$ cat src/rtl/multiplier_16x16_core.sv
// Unsigned 16x16 -> 32 multiplier: radix-4 Booth partial products, CSA tree, final CPA.
// Define MULT16_PIPE_EN to register the CSA sum/carry vectors (latency 2 instead of 1).
module multiplier_16x16_core (
  input  logic        clk,
  input  logic        rst_n,
  input  logic        in_valid,
  input  logic [15:0] a,
  input  logic [15:0] b,
  output logic        out_valid,
  output logic [31:0] product
);

  // Each row stores its partial product with the sign bit inverted (value + 2^17);
  // this constant is -sum(2^(17+2i)) mod 2^32 and removes that bias in one go.
  localparam logic [31:0] sign_comp = 32'h5556_0000;

  function automatic logic [63:0] csa3(input logic [31:0] x, input logic [31:0] y,
                                       input logic [31:0] z);
    logic [31:0] maj;
    maj = (x & y) | (x & z) | (y & z);
    return {maj[30:0], 1'b0, x ^ y ^ z};
  endfunction

  logic [18:0]       bx;
  logic [8:0][31:0]  pp_row;
  logic [8:0]        neg_bit;
  logic [31:0]       neg_row;

  assign bx = {2'b00, b, 1'b0};

  genvar gi;
  generate
    for (gi = 0; gi < 9; gi++) begin : g_booth
      logic [2:0]  trip;
      logic        one, two, neg;
      logic [17:0] mag, pp;

      assign trip = bx[2*gi+2 -: 3];
      assign one  = trip[1] ^ trip[0];
      assign two  = (trip == 3'b100) || (trip == 3'b011);
      // 3'b111 encodes -0; keep neg low so the row is a clean zero
      assign neg  = trip[2] & ~(trip[1] & trip[0]);
      assign mag  = one ? {2'b00, a} : (two ? {1'b0, a, 1'b0} : 18'd0);
      assign pp   = neg ? ~mag : mag;
      assign neg_bit[gi] = neg;
      assign pp_row[gi]  = {14'b0, ~pp[17], pp[16:0]} << (2 * gi);
    end
  endgenerate

  // Two's-complement +1 of negated rows lands on even bits below 17, clear of sign_comp
  always_comb begin
    neg_row = sign_comp;
    for (int i = 0; i < 9; i++) begin
      neg_row[2*i] = neg_bit[i];
    end
  end

  logic [9:0][31:0] l0;
  logic [6:0][31:0] l1;
  logic [4:0][31:0] l2;
  logic [3:0][31:0] l3;
  logic [2:0][31:0] l4;
  logic [31:0]      tree_sum, tree_carry;

  assign l0 = {neg_row, pp_row};

  generate
    for (gi = 0; gi < 3; gi++) begin : g_lvl1
      assign {l1[2*gi+1], l1[2*gi]} = csa3(l0[3*gi], l0[3*gi+1], l0[3*gi+2]);
    end
  endgenerate
  assign l1[6] = l0[9];

  assign {l2[1], l2[0]} = csa3(l1[0], l1[1], l1[2]);
  assign {l2[3], l2[2]} = csa3(l1[3], l1[4], l1[5]);
  assign l2[4]          = l1[6];

  assign {l3[1], l3[0]} = csa3(l2[0], l2[1], l2[2]);
  assign l3[2]          = l2[3];
  assign l3[3]          = l2[4];

  assign {l4[1], l4[0]} = csa3(l3[0], l3[1], l3[2]);
  assign l4[2]          = l3[3];

  assign {tree_carry, tree_sum} = csa3(l4[0], l4[1], l4[2]);

  logic [31:0] product_next;
  logic        cpa_valid;

`ifdef MULT16_PIPE_EN
  logic [31:0] sum_reg, carry_reg;
  logic        valid_reg;

  always_ff @(posedge clk or negedge rst_n) begin
    if (!rst_n) begin
      sum_reg   <= 32'd0;
      carry_reg <= 32'd0;
      valid_reg <= 1'b0;
    end else begin
      valid_reg <= in_valid;
      if (in_valid) begin
        sum_reg   <= tree_sum;
        carry_reg <= tree_carry;
      end
    end
  end

  assign product_next = sum_reg + carry_reg;
  assign cpa_valid    = valid_reg;
`else
  assign product_next = tree_sum + tree_carry;
  assign cpa_valid    = in_valid;
`endif

  logic [31:0] product_reg;
  logic        out_valid_reg;

  // Product only loads on a valid pair, so idle operands (even X) never reach it
  always_ff @(posedge clk or negedge rst_n) begin
    if (!rst_n) begin
      product_reg   <= 32'd0;
      out_valid_reg <= 1'b0;
    end else begin
      out_valid_reg <= cpa_valid;
      if (cpa_valid) begin
        product_reg <= product_next;
      end
    end
  end

  assign product   = product_reg;
  assign out_valid = out_valid_reg;

endmodule

$ cat config.mk
export PLATFORM = sky130hd
export DESIGN_NAME = multiplier_16x16_core
export DESIGN_NICKNAME = d
export VERILOG_FILES = /design/src/rtl/multiplier_16x16_core.sv
export SDC_FILE = /design/constraint.sdc
export NUM_CORES = 1
export LEC_CHECK = 0
export ABC_CLOCK_PERIOD_IN_PS = 2600
export CAP_MARGIN = 20
export CORE_MARGIN = 2
export CORE_UTILIZATION = 35
export DETAILED_ROUTE_END_ITERATION = 10
export PLACE_DENSITY = 0.54
export SETUP_SLACK_MARGIN = 0.1
export SYNTH_ARGS = -nofsm -noshare
export SYNTH_HDL_FRONTEND = slang
export SYNTH_SLANG_ARGS = --single-unit
$ cat constraint.sdc
create_clock -name clk -period 2.6 [get_ports clk]
set_clock_uncertainty 0.05 [all_clocks]
set_input_delay 0.52 -clock clk [delete_from_list [all_inputs] [get_ports clk]]
set_output_delay 0.52 -clock clk [all_outputs]
set_load 0.1 [all_outputs]
# Word-level counts from Yosys, hierarchy flattened
# Index checks and enable logic that the tools add are counted.
word_totals:
  ff_bits: 33
  in_bits: 35
  out_inout_bits: 33
classes:
  bitwise_logic: 100
  n_mux: 25
  n_eq_ne: 15
  n_reduce_logical: 7
  n_addsub: 1
op_table:
  columns: ["operator", "count"]
  rows:
  - ["$or A31 B31 Y31", 9]
  - ["$mux W17", 16]
  - ["$and A31 B31 Y31", 8]
  - ["$xor A32 B32 Y32", 5]
  - ["$mux W18", 8]
  - ["$not A17 Y18", 8]
  - ["$and A29 B31 Y31", 3]
  - ["$xor A29 B32 Y32", 2]
  - ["$and A30 B31 Y31", 2]
  - ["$or A28 B28 Y28", 2]
  - ["$add A32 B32 Y32", 1]
  - ["$xor A30 B32 Y32", 1]
  - ["$xor A32 B31 Y32", 1]
  - ["$and A28 B31 Y31", 1]
  - ["$or A29 B31 Y31", 1]
  - ["$and A28 B29 Y29", 1]
  - ["$xor A28 B29 Y29", 1]
  - ["$and A22 B28 Y28", 1]
  - ["$and A23 B28 Y28", 1]
  - ["$and A24 B28 Y28", 1]
  - ["$and A26 B28 Y28", 1]
  - ["$or A23 B28 Y28", 1]
  - ["$or A26 B28 Y28", 1]
  - ["$xor A23 B28 Y28", 1]
  - ["20 further kinds", 71]

# Longest topological paths before layout
# Gate-level depths: netlist (run 1).
depth:
  word_depth: 23
  depth_mapped: 26
  mapped_depth_nobuf: 24

# Worst setup path after synthesis (run 1)
# No wires, ideal clock.
synth_timing:
  kind: "input to register"
  from: "input port b[1]"
  to: "register product_reg[26], in the netlist product[26]"
  stages: 23
  path_buffers: 3
  path_slack_ns: -4.262
  setup_ns: 0.125
  arrival_time_ns: 6.687
  path_cell_list: "clkbuf_1 -> clkinv_1 -> ha_1 -> clkbuf_1 -> nor2_1 -> clkbuf_1 -> a22oi_1 -> xnor2_1 -> fa_1 -> inv_1 -> fa_1 -> inv_1 -> fa_1 -> fa_1 -> fa_1 -> ha_1 -> and4_1 -> and2_1 -> a221oi_1 -> a31o_2 -> o21ai_1 -> xor2_1 -> mux2_2"
synth_between:
  elab_chain_len: 22
  elab_cells_between_ends: 54
synth_rtl:
  columns: ["element", "line_no", "source"]
  rows:
  - ["from (decl)", "8", "input logic [15:0] b,"]
  - ["$eq A3 B3 Y1 / $eq A3 B2 Y1 (equally long branches)", "40", "assign two = (trip == 3'b100) || (trip == 3'b011);"]
  - ["$logic_or A1 B1 Y1", "40", null]
  - ["$mux W17 (2 in series)", "43", "assign mag = one ? {2'b00, a} : (two ? {1'b0, a, 1'b0} : 18'd0);"]
  - ["$not A17 Y18", "44", "assign pp = neg ? ~mag : mag;"]
  - ["$mux W18", "44", null]
  - ["$and A18 B20 Y20", "20", "maj = (x & y) | (x & z) | (y & z);"]
  - ["$or A20 B22 Y22", "20", null]
  - ["$or A22 B22 Y22", "20", null]
  - ["[3 not listed]", null, null]
  - ["$and A28 B29 Y29", "20", null]
  - ["$or A29 B31 Y31", "20", null]
  - ["$or A31 B31 Y31", "20", null]
  - ["$and A31 B31 Y31", "20", null]
  - ["$or A31 B31 Y31 (2 in series)", "20", null]
  - ["$and A31 B31 Y31", "20", null]
  - ["$or A31 B31 Y31 (2 in series)", "20", null]
  - ["$add A32 B32 Y32 *", "111", "assign product_next = tree_sum + tree_carry;"]
  - ["to (signal assigned)", "126", "product_reg <= product_next;"]
  - ["to (decl)", "115", "logic [31:0] product_reg;"]
# Mark *: on every way between the ends. The rest lies on a longest branch, timed or not.
# A chain may end at the register's enable or synchronous reset.

# Final worst setup path (run 1)
layout_timing:
  from: "input port b[7]"
  to: "register product_reg[23], in the netlist product[23]"
layout_between:
  elab_chain_len: 21
  elab_cells_between_ends: 60
layout_rtl:
  columns: ["element", "line_no", "source"]
  rows:
  - ["$eq A3 B3 Y1 / $eq A3 B2 Y1 (equally long branches)", "40", null]
  - ["$logic_or A1 B1 Y1", "40", null]
  - ["$mux W17 (2 in series)", "43", null]
  - ["$not A17 Y18", "44", null]
  - ["$mux W18", "44", null]
  - ["$xor A24 B26 Y26, or another cell as far along", "21", "return {maj[30:0], 1'b0, x ^ y ^ z};"]
  - ["$xor A26 B28 Y28 / $or A26 B28 Y28 (equally long branches)", "21, 20", null]
  - ["$and A22 B28 Y28 / $or A28 B28 Y28 (equally long branches)", "20", null]
  - ["[2 not listed]", null, null]
  - ["$and A28 B29 Y29 / $and A28 B31 Y31 (equally long branches)", "20", null]
  - ["$or A29 B31 Y31", "20", null]
  - ["$or A31 B31 Y31", "20", null]
  - ["$and A31 B31 Y31", "20", null]
  - ["$or A31 B31 Y31 (2 in series)", "20", null]
  - ["$and A31 B31 Y31", "20", null]
  - ["$or A31 B31 Y31 (2 in series)", "20", null]
  - ["$add A32 B32 Y32 *", "111", null]
# Marks and branches as above.

==> impl_results.md, run 1 <==
* Failing checks: negative setup slack
* Status: finished, violations left
* Post-Place Cells at 1561
* Final critical-path share of the clock period at 211%
* Synthesized area per cell at 8.74 sq um
* Synthesized Nets at 1288
* Seq/Total Area, Yosys at 9.07%
* Number of detailed-routing iterations run before antenna repair at 4
* H-tree depth at 2
* # Max-Cap Violations at 0
* First-pass GRT wire length at 46000 um
* Shortest period the worst path allows at 5.48 ns
* Tightest Pin Transition at 0.961 ns
* Root buffer cell: clkbuf_16
* Crit path top cell by count: fa_1
* # IOs at 68
* Library cells used by synthesis at 51
* FILL cells at 2340
* Core area at 25800 sq um
* Final GP Congestion at 0.914
* Worst path max stage delay at 0.58 ns
* Reg2reg setup slack at 1.63 ns
* P&R area growth vs syn at 51.8%
* CTS buffer count at 5
* Synth Area in Simple Gates at 6.99%
* DIE AREA at 27300 sq um
* CP max FO at 5
* Final hold violation count at 0
* Worst skew pair latency at 0.29 ns
* Fin Setup TNS at -68.27 ns
* Final setup viols at 29
* Post-synthesis mux area share at 3.23%
* Pre-CTS setup slack at -4.00 ns
* Setup ws final at -2.88 ns
* Rows at 59
* Largest net degree at the start of global routing at 47
* Share of layout cells above drive strength 1 at 45.9%
* Adder-cell share of the synthesized area at 37.6%
* Post-Synthesis Cell Area at 9110 sq um
* Initial Utilization at 35.3%
* Fmax at 183 MHz
* Multi-input gate area in the final layout at 9050 sq um
* Clock sink total at 33
* Via/cell ratio at 5.13
* Reg2Reg Capture Point: product[28]
* Critical Path Source Type: input port
* Initial antenna violation count at 0
* Worst reg2reg startpoint: product[28]
* Vias in the first global route at 8935
* ANT nets after route at 0
* Initial DRC count at 366
* Yosys reg bits at 33
* Layout Cells excl Fill at 1625
* CTS Hold Bufs at 0
* Ys async rst share at 100%
* Die Width at 165 um
* Complex-gate fraction of the synthesized area at 17.3%
* Setup CP Type: in -> reg
* CTS tree: yes
* CP arrival at 5.60 ns
* Yosys warns at 0
* CTS clk-pin slew, worst paths at 0.06 ns
* CP Capture Type: register
* Path depth of the worst reg2reg path at 3
* DRC viols at 0
* Grt total ovfl at 0
* Dpl hpwl at 21700 um
* RSZ-0062 raised after global routing: yes
* Synthesized instance count at 1042
* Final Max Slew Viols at 0
* Req. time, crit path at 2.72 ns
* GRT Total Usage at 21.7%
* Critical Path Source: b[7]
* Worst slew margin at 36.0%
* Number of nets in the layout at 1536
* CP max stage cell: fa_1
* Top FF cell, synth: dfrtp_1
* Longest Clk Path Bufs at 2
* CP Cell Sequence: buf_8, buf_6, mux2i_4, nor2_4, buf_12, a22oi_2, xnor2_2, fa_1, inv_2, fa_1, inv_2, fa_2, ha_4, fa_1, ha_4, a21oi_4, nand4_1, o211ai_1, a21bo_2, nor2b_4, xnor2_1, mux2_2
* Vias after detailed routing at 8329
* Min Hold Slack at 0.260 ns
* Post-synthesis xor/xnor area fraction at 15.8%
* Post-Route WL at 28300 um
* Hold crit path type: in -> async
* Chip height at 165 um
* Largest register FFs at 32
* Reg area at 826 sq um
* Antenna Cells at 0
* IO buf count at 67
* Drt wl/cell at 17.4 um
* Largest family of logic cells by synthesized area: adder cells
* Post-synth EDFFs at 0
[critical path: cells and delay by family]
| kind | cells | cell delay (ns) |
|---|---|---|
| compound gates | 4 | 0.79 |
| xor+xnor | 2 | 0.21 |
| fa+ha+maj | 6 | 2.69 |
| buf+inv | 5 | 0.44 |
| mux | 2 | 0.44 |
| simple gates | 3 | 0.48 |
[metal layers]
layer | vias to the layer above | GRT usage [%] | routed length (um) | part of all wire [%]
met4 | 0 | 6.78 | 811 | 2.9
met1 | 4175 | 26.9 | 11700 | 41
li1 | 3948 | - | - | -
met2 | 164 | 38.8 | 14500 | 51
met5 | - | 0 | 0 | 0
met3 | 42 | 3.20 | 1250 | 4.4
[per-stage QoR]
step | util [%] | instance area (sq um)
2_1_floorplan | - | 9620
3_3_place_gp | 45.3 | 11700
3_5_place_dp | 45.3 | 11700
4_1_cts | 51.0 | 13200
5_1_grt | 53.5 | 13800
6_report | 53.5 | 13800
[synth_stat cells (all sizes together) (7+ instances only)]
master | number | area [sq um]
a21o | 12 | 92.6
a21oi | 48 | 240
a22oi | 106 | 796
and2 | 12 | 75.1
buf | 8 | 36.3
clkbuf | 70 | 273
dfrtp | 33 | 826
fa | 104 | 2080
ha | 107 | 1340
inv | 158 | 593
mux2 | 19 | 214
mux2i | 8 | 80.1
nand2 | 52 | 195
nor2 | 39 | 149
o211ai | 7 | 57.6
o21ai | 17 | 85.1
o31ai | 8 | 60.1
xnor2 | 134 | 1170
xor2 | 30 | 263
[repair_timing]
action                                 in CTS  in global routing
pin swaps                                 141                114
endpoints found under the hold margin       0                  0
gates cloned                                1                  0
setup endpoints to repair                  30                 30
resized for setup                         304                122
setup buffers                              41                 19
[worst max path at each step]
stage | to | slack (ns) | cells after the start
detailed placement | product[25] | -4.00 | 22
CTS | product[23] | -2.84 | 24
global route | product[23] | -2.99 | 22
finish | product[23] | -2.88 | 22
floorplan | product[26] | -3.28 | 23
global placement | product[30] | -3.86 | 22
[cell families (layout without fill, tap and decap cells)]
family                   count (synthesis)  in the layout
AO/OA/AOI/OAI                          230            230
XOR/XNOR                               164            164
adder cells (fa/ha/maj)                211            211
buffers and inverters                  240            488
flip-flops                              33             33
multiplexers                            27             27
AND/OR/NAND/NOR                        137            137
[cell usage in the layout, fill, tap and decap left out, types with 24 or more instances in the layout]
cell,n
buf_6,51
nor2_1,24
dfrtp_1,33
buf_4,231
a21oi_1,30
ha_1,57
ha_4,47
a22oi_1,57
inv_2,28
fa_1,92
nand2_1,44
inv_1,126
xor2_1,27
xnor2_1,111
a22oi_2,49
[area by class of cell]
cell class	count	area share [%]
tap	335	3.03
clock buffer	7	1.03
inverter	162	4.60
sequential	33	5.97
multi-input combinational	769	65.4
timing repair buffer	319	20.0
Power of run 1 is left out: the tool's default activity adds up to more than one toggle a clock period on the data nets, which glitch-free logic cannot reach.
==> run 2, diff against run 1 <==
- SKIP_CTS_REPAIR_TIMING: not set -> 1
==> impl_results.md, run 2 (synthesis gave the netlist of run 1 again) <==
* Via/cell ratio at 5.17
* Commonest non-fill, non-tap cell in the layout: buf_4
* Initial DRC count at 352
* Worst slew margin at 38.0%
* Worst reg2reg startpoint: product[28]
* DIE AREA at 27300 sq um
* Tightest Pin Transition at 0.930 ns
* Largest register FFs at 32
* Dpl hpwl at 21700 um
* First-pass GRT wire length at 43500 um
* CTS clk-pin slew, worst paths at 0.05 ns
* Status: finished, violations left
* Root buffer cell: clkbuf_16
* FILL cells at 2352
* # Max-Cap Violations at 0
* H-tree depth at 2
* Setup CP Type: in -> reg
* CTS buffer count at 5
* Initial antenna violation count at 0
* CP max FO at 4
* Vias in the first global route at 8396
* Worst skew pair latency at 0.28 ns
* Clock sink total at 33
* # IOs at 68
* Chip height at 165 um
* Die Width at 165 um
* CTS tree: yes
* Pre-CTS setup slack at -4.00 ns
* Failing checks: negative setup slack
* IO buf count at 67
* GRT Total Usage at 20.4%
* Share of layout cells above drive strength 1 at 45.5%
* Met1 GRT Util at 26.4%
* Drt wl/cell at 17.4 um
* Shortest period the worst path allows at 5.51 ns
* Final critical-path share of the clock period at 212%
* Vias after detailed routing at 8307
* RSZ-0062 raised after global routing: yes
* Number of nets in the layout at 1517
* Final GP Congestion at 0.914
* DRC viols at 0
* Grt total ovfl at 0
* Hold crit path type: in -> async
* Rows at 59
* Critical Path Source: b[2]
* Number of detailed-routing iterations run before antenna repair at 5
* Antenna Cells at 0
* Met3 Resource Use GR at 2.75%
* ANT nets after route at 0
* Initial Utilization at 35.3%
* P&R area growth vs syn at 51.3%
* Core area at 25800 sq um
* Largest net degree at the start of global routing at 47
* Longest Clk Path Bufs at 2
* Fmax at 181 MHz
* CP Capture Type: register
* Final Max Slew Viols at 0
* Met2 GRT Util at 35.8%
* Final setup viols at 29
* Most frequent cells in the layout: buf_4, inv_1, xnor2_1
* Final hold violation count at 0
* Post-Route WL at 28000 um
* Req. time, crit path at 2.72 ns
* Critical Path Source Type: input port
* Setup ws final at -2.91 ns
* CP arrival at 5.63 ns
* Busiest grt layer: met2
run 2: per-stage QoR:
| step | TNS, ns | cell area (sq um) | std cells | util [%] | hold slack [ns] |
|---|---|---|---|---|---|
| finish | -69.15 | 13800 | 1606 | 53.3 | 0.262 |
| global route | -73.50 | 13800 | 1606 | 53.3 | 0.332 |
| CTS | -90.52 | 11800 | 1568 | 45.8 | 0.294 |
| detailed placement | -99.25 | 11700 | 1561 | 45.3 | 0.440 |
| global placement | -97.03 | 11700 | 1561 | 45.3 | 0.444 |
| floorplan | -71.73 | 9620 | 1042 | - | 0.174 |
run 2: path summary, 6_finish.rpt:
path | endpoint | slack [ns] | cells past startpoint
max | product[26] | -2.91 | 21
min reg2reg | product[16] | 0.46 | 1
max in group asynchronous | product[26] | 1.71 | 1
min | product[1] | 0.26 | 1
max reg2reg | product[28] | 1.63 | 3
min in group clk | product[16] | 0.46 | 1
run 2: cell type report:
type	instances	area (sq um)	share of cell area (%)
clock buffers	7	143	1.04
inverters	162	631	4.58
multi-input cells	769	9130	66.3
flip-flops and latches	33	826	5.99
well taps	335	419	3.04
repair buffers	300	2630	19.1
run 2: layer usage:
metal  vias to the layer above  share of wire, %  wire, um
met2                       191                51     14300
met1                      4160                41     11500
met3                        48               4.8      1350
met5                         -                 0         0
met4                         0               3.1       866
li1                       3908                 -         -
run 2: critical path: stages:
cell      delay (ns)
buf_6           0.09
inv_4           0.03
ha_4            0.25
nor2_4          0.17
a22oi_2         0.10
xnor2_2         0.17
fa_1            0.55
inv_2           0.04
fa_1            0.57
inv_2           0.04
fa_1            0.49
fa_1            0.45
fa_2            0.63
ha_4            0.22
and4_4          0.16
and2_4          0.17
a221oi_4        0.26
a31o_4          0.25
o21ai_2         0.07
xor2_1          0.14
mux2_2          0.26
Power of run 2 is left out for the same reason.
==> run 3, diff against run 2 <==
- REMOVE_ABC_BUFFERS: not set -> 1
==> impl_results.md, run 3 (synthesis gave the netlist of run 1 again) <==
* Initial antenna violation count at 0
* Most frequent cells in the layout: buf_4, inv_1, xnor2_1
* Fmax at 175 MHz
* Vias after detailed routing at 8188
* Rows at 59
* Grt total ovfl at 0
* Number of detailed-routing iterations run before antenna repair at 5
* Worst slew margin at 61.0%
* Worst path max stage delay at 0.57 ns
* Top delay family on crit path: adder cells
* DIE AREA at 27300 sq um
* # Max-Cap Violations at 0
* Dpl hpwl at 21400 um
* Shortest period the worst path allows at 5.73 ns
* Largest net degree at the start of global routing at 34
* ANT nets after route at 0
* Failing checks: negative setup slack
* Pre-CTS setup slack at -4.03 ns
* Setup CP Type: in -> reg
* Antenna Cells at 0
* Initial Utilization at 35.3%
* Initial DRC count at 409
* FILL cells at 2451
* CP arrival at 5.87 ns
* Final Max Slew Viols at 0
* Multi-input gate area in the final layout at 8420 sq um
* First-pass GRT wire length at 39900 um
* Root buffer cell: clkbuf_16
* Via/cell ratio at 5.08
* CTS tree: yes
* RSZ-0062 raised after global routing: yes
* Fin Setup TNS at -75.33 ns
* CP max stage cell: fa_1
* # IOs at 68
* Crit path top cell by count: fa_1
* Commonest non-fill, non-tap cell in the layout: buf_4
* CP max FO at 6
* Critical Path Source Type: input port
* Post-Route WL at 26400 um
* Status: finished, violations left
* P&R area growth vs syn at 41.9%
* Chip height at 165 um
* Die Width at 165 um
* DRC viols at 0
* CTS buffer count at 5
* Worst skew pair latency at 0.28 ns
* Longest Clk Path Bufs at 2
* Tightest Pin Transition at 0.584 ns
* IO buf count at 67
* Final critical-path share of the clock period at 220%
* Req. time, crit path at 2.74 ns
* Share of layout cells above drive strength 1 at 37.7%
* GRT Total Usage at 18.4%
* Setup ws final at -3.13 ns
* Final setup viols at 29
* Final GP Congestion at 0.882
* CP Cell Sequence: buf_8, buf_6, ha_4, mux2i_1, nor2_1, buf_4, a22oi_2, xnor2_2, fa_1, inv_2, fa_1, inv_2, fa_1, fa_1, fa_1, ha_4, and4_4, and2_4, a221oi_4, a31o_4, buf_6, o31ai_4, nand4b_1, o211ai_1
* Drt wl/cell at 16.4 um
* Hold crit path type: reg -> reg
* Reg area at 826 sq um
* Vias in the first global route at 7771
* H-tree depth at 2
* Final hold violation count at 0
* Core area at 25800 sq um
* Largest register FFs at 32
* WP buf/inv at 6
* CTS clk-pin slew, worst paths at 0.05 ns
* Clock sink total at 33
* Number of nets in the layout at 1523
* CP Capture Type: register
==> run 3: cell types whose count changed in the layout (fill, tap and decap cells not counted), moves of 16 or more <==
cell	before	now
xnor2_1	104	120
xnor2_2	29	13
inv_1	125	142
buf_4	218	247
inv_2	32	16
buf_6	46	25
ha_4	51	33
==> run 3: final timing paths <==
check | start | to | slack, ns | cells after the start
worst min-delay path | product[21] | product[21] | 0.45 | 1
worst min register to register | product[21] | product[21] | 0.45 | 1
worst max-delay path | b[1] | product[30] | -3.13 | 24
max in group asynchronous | rst_n | product[2] | 1.58 | 2
worst max register to register | product[28] | product[28] | 1.67 | 3
min in group asynchronous | rst_n | product[27] | 0.60 | 2
==> run 3: layout make-up <==
class	count	share of cell area [%]
clock buffer	7	1.10
inverter	162	4.75
multi-input combinational	770	65.2
sequential	33	6.39
tap	335	3.24
timing repair buffer	305	19.3
==> run 3: worst register-to-register path: cells and delay by family (launching register included) <==
kind	cells	cell delay, ns
flops	1	0.38
compound gates	2	0.34
buf+inv	1	0.05
==> run 3: per-layer routing <==
| metal | share of wire [%] | GRT usage [%] | vias up |
|---|---|---|---|
| li1 | - | - | 3923 |
| met1 | 44 | 25.4 | 4046 |
| met2 | 50 | 31.2 | 183 |
| met5 | 0 | 0 | - |
| met4 | 1.9 | 3.96 | 0 |
| met3 | 4.1 | 2.02 | 36 |
==> run 3: stage by stage <==
step / instances / hold slack, ns / util [%] / instance area [sq um]
2_1_floorplan: 964 / 0.174 / - / 8800
3_3_place_gp: 1586 / 0.434 / 44.4 / 11500
3_5_place_dp: 1586 / 0.443 / 44.4 / 11500
4_1_cts: 1593 / 0.456 / 44.9 / 11600
5_1_grt: 1612 / 0.476 / 50.0 / 12900
6_report: 1612 / 0.454 / 50.0 / 12900
Power of run 3 is left out for the same reason.
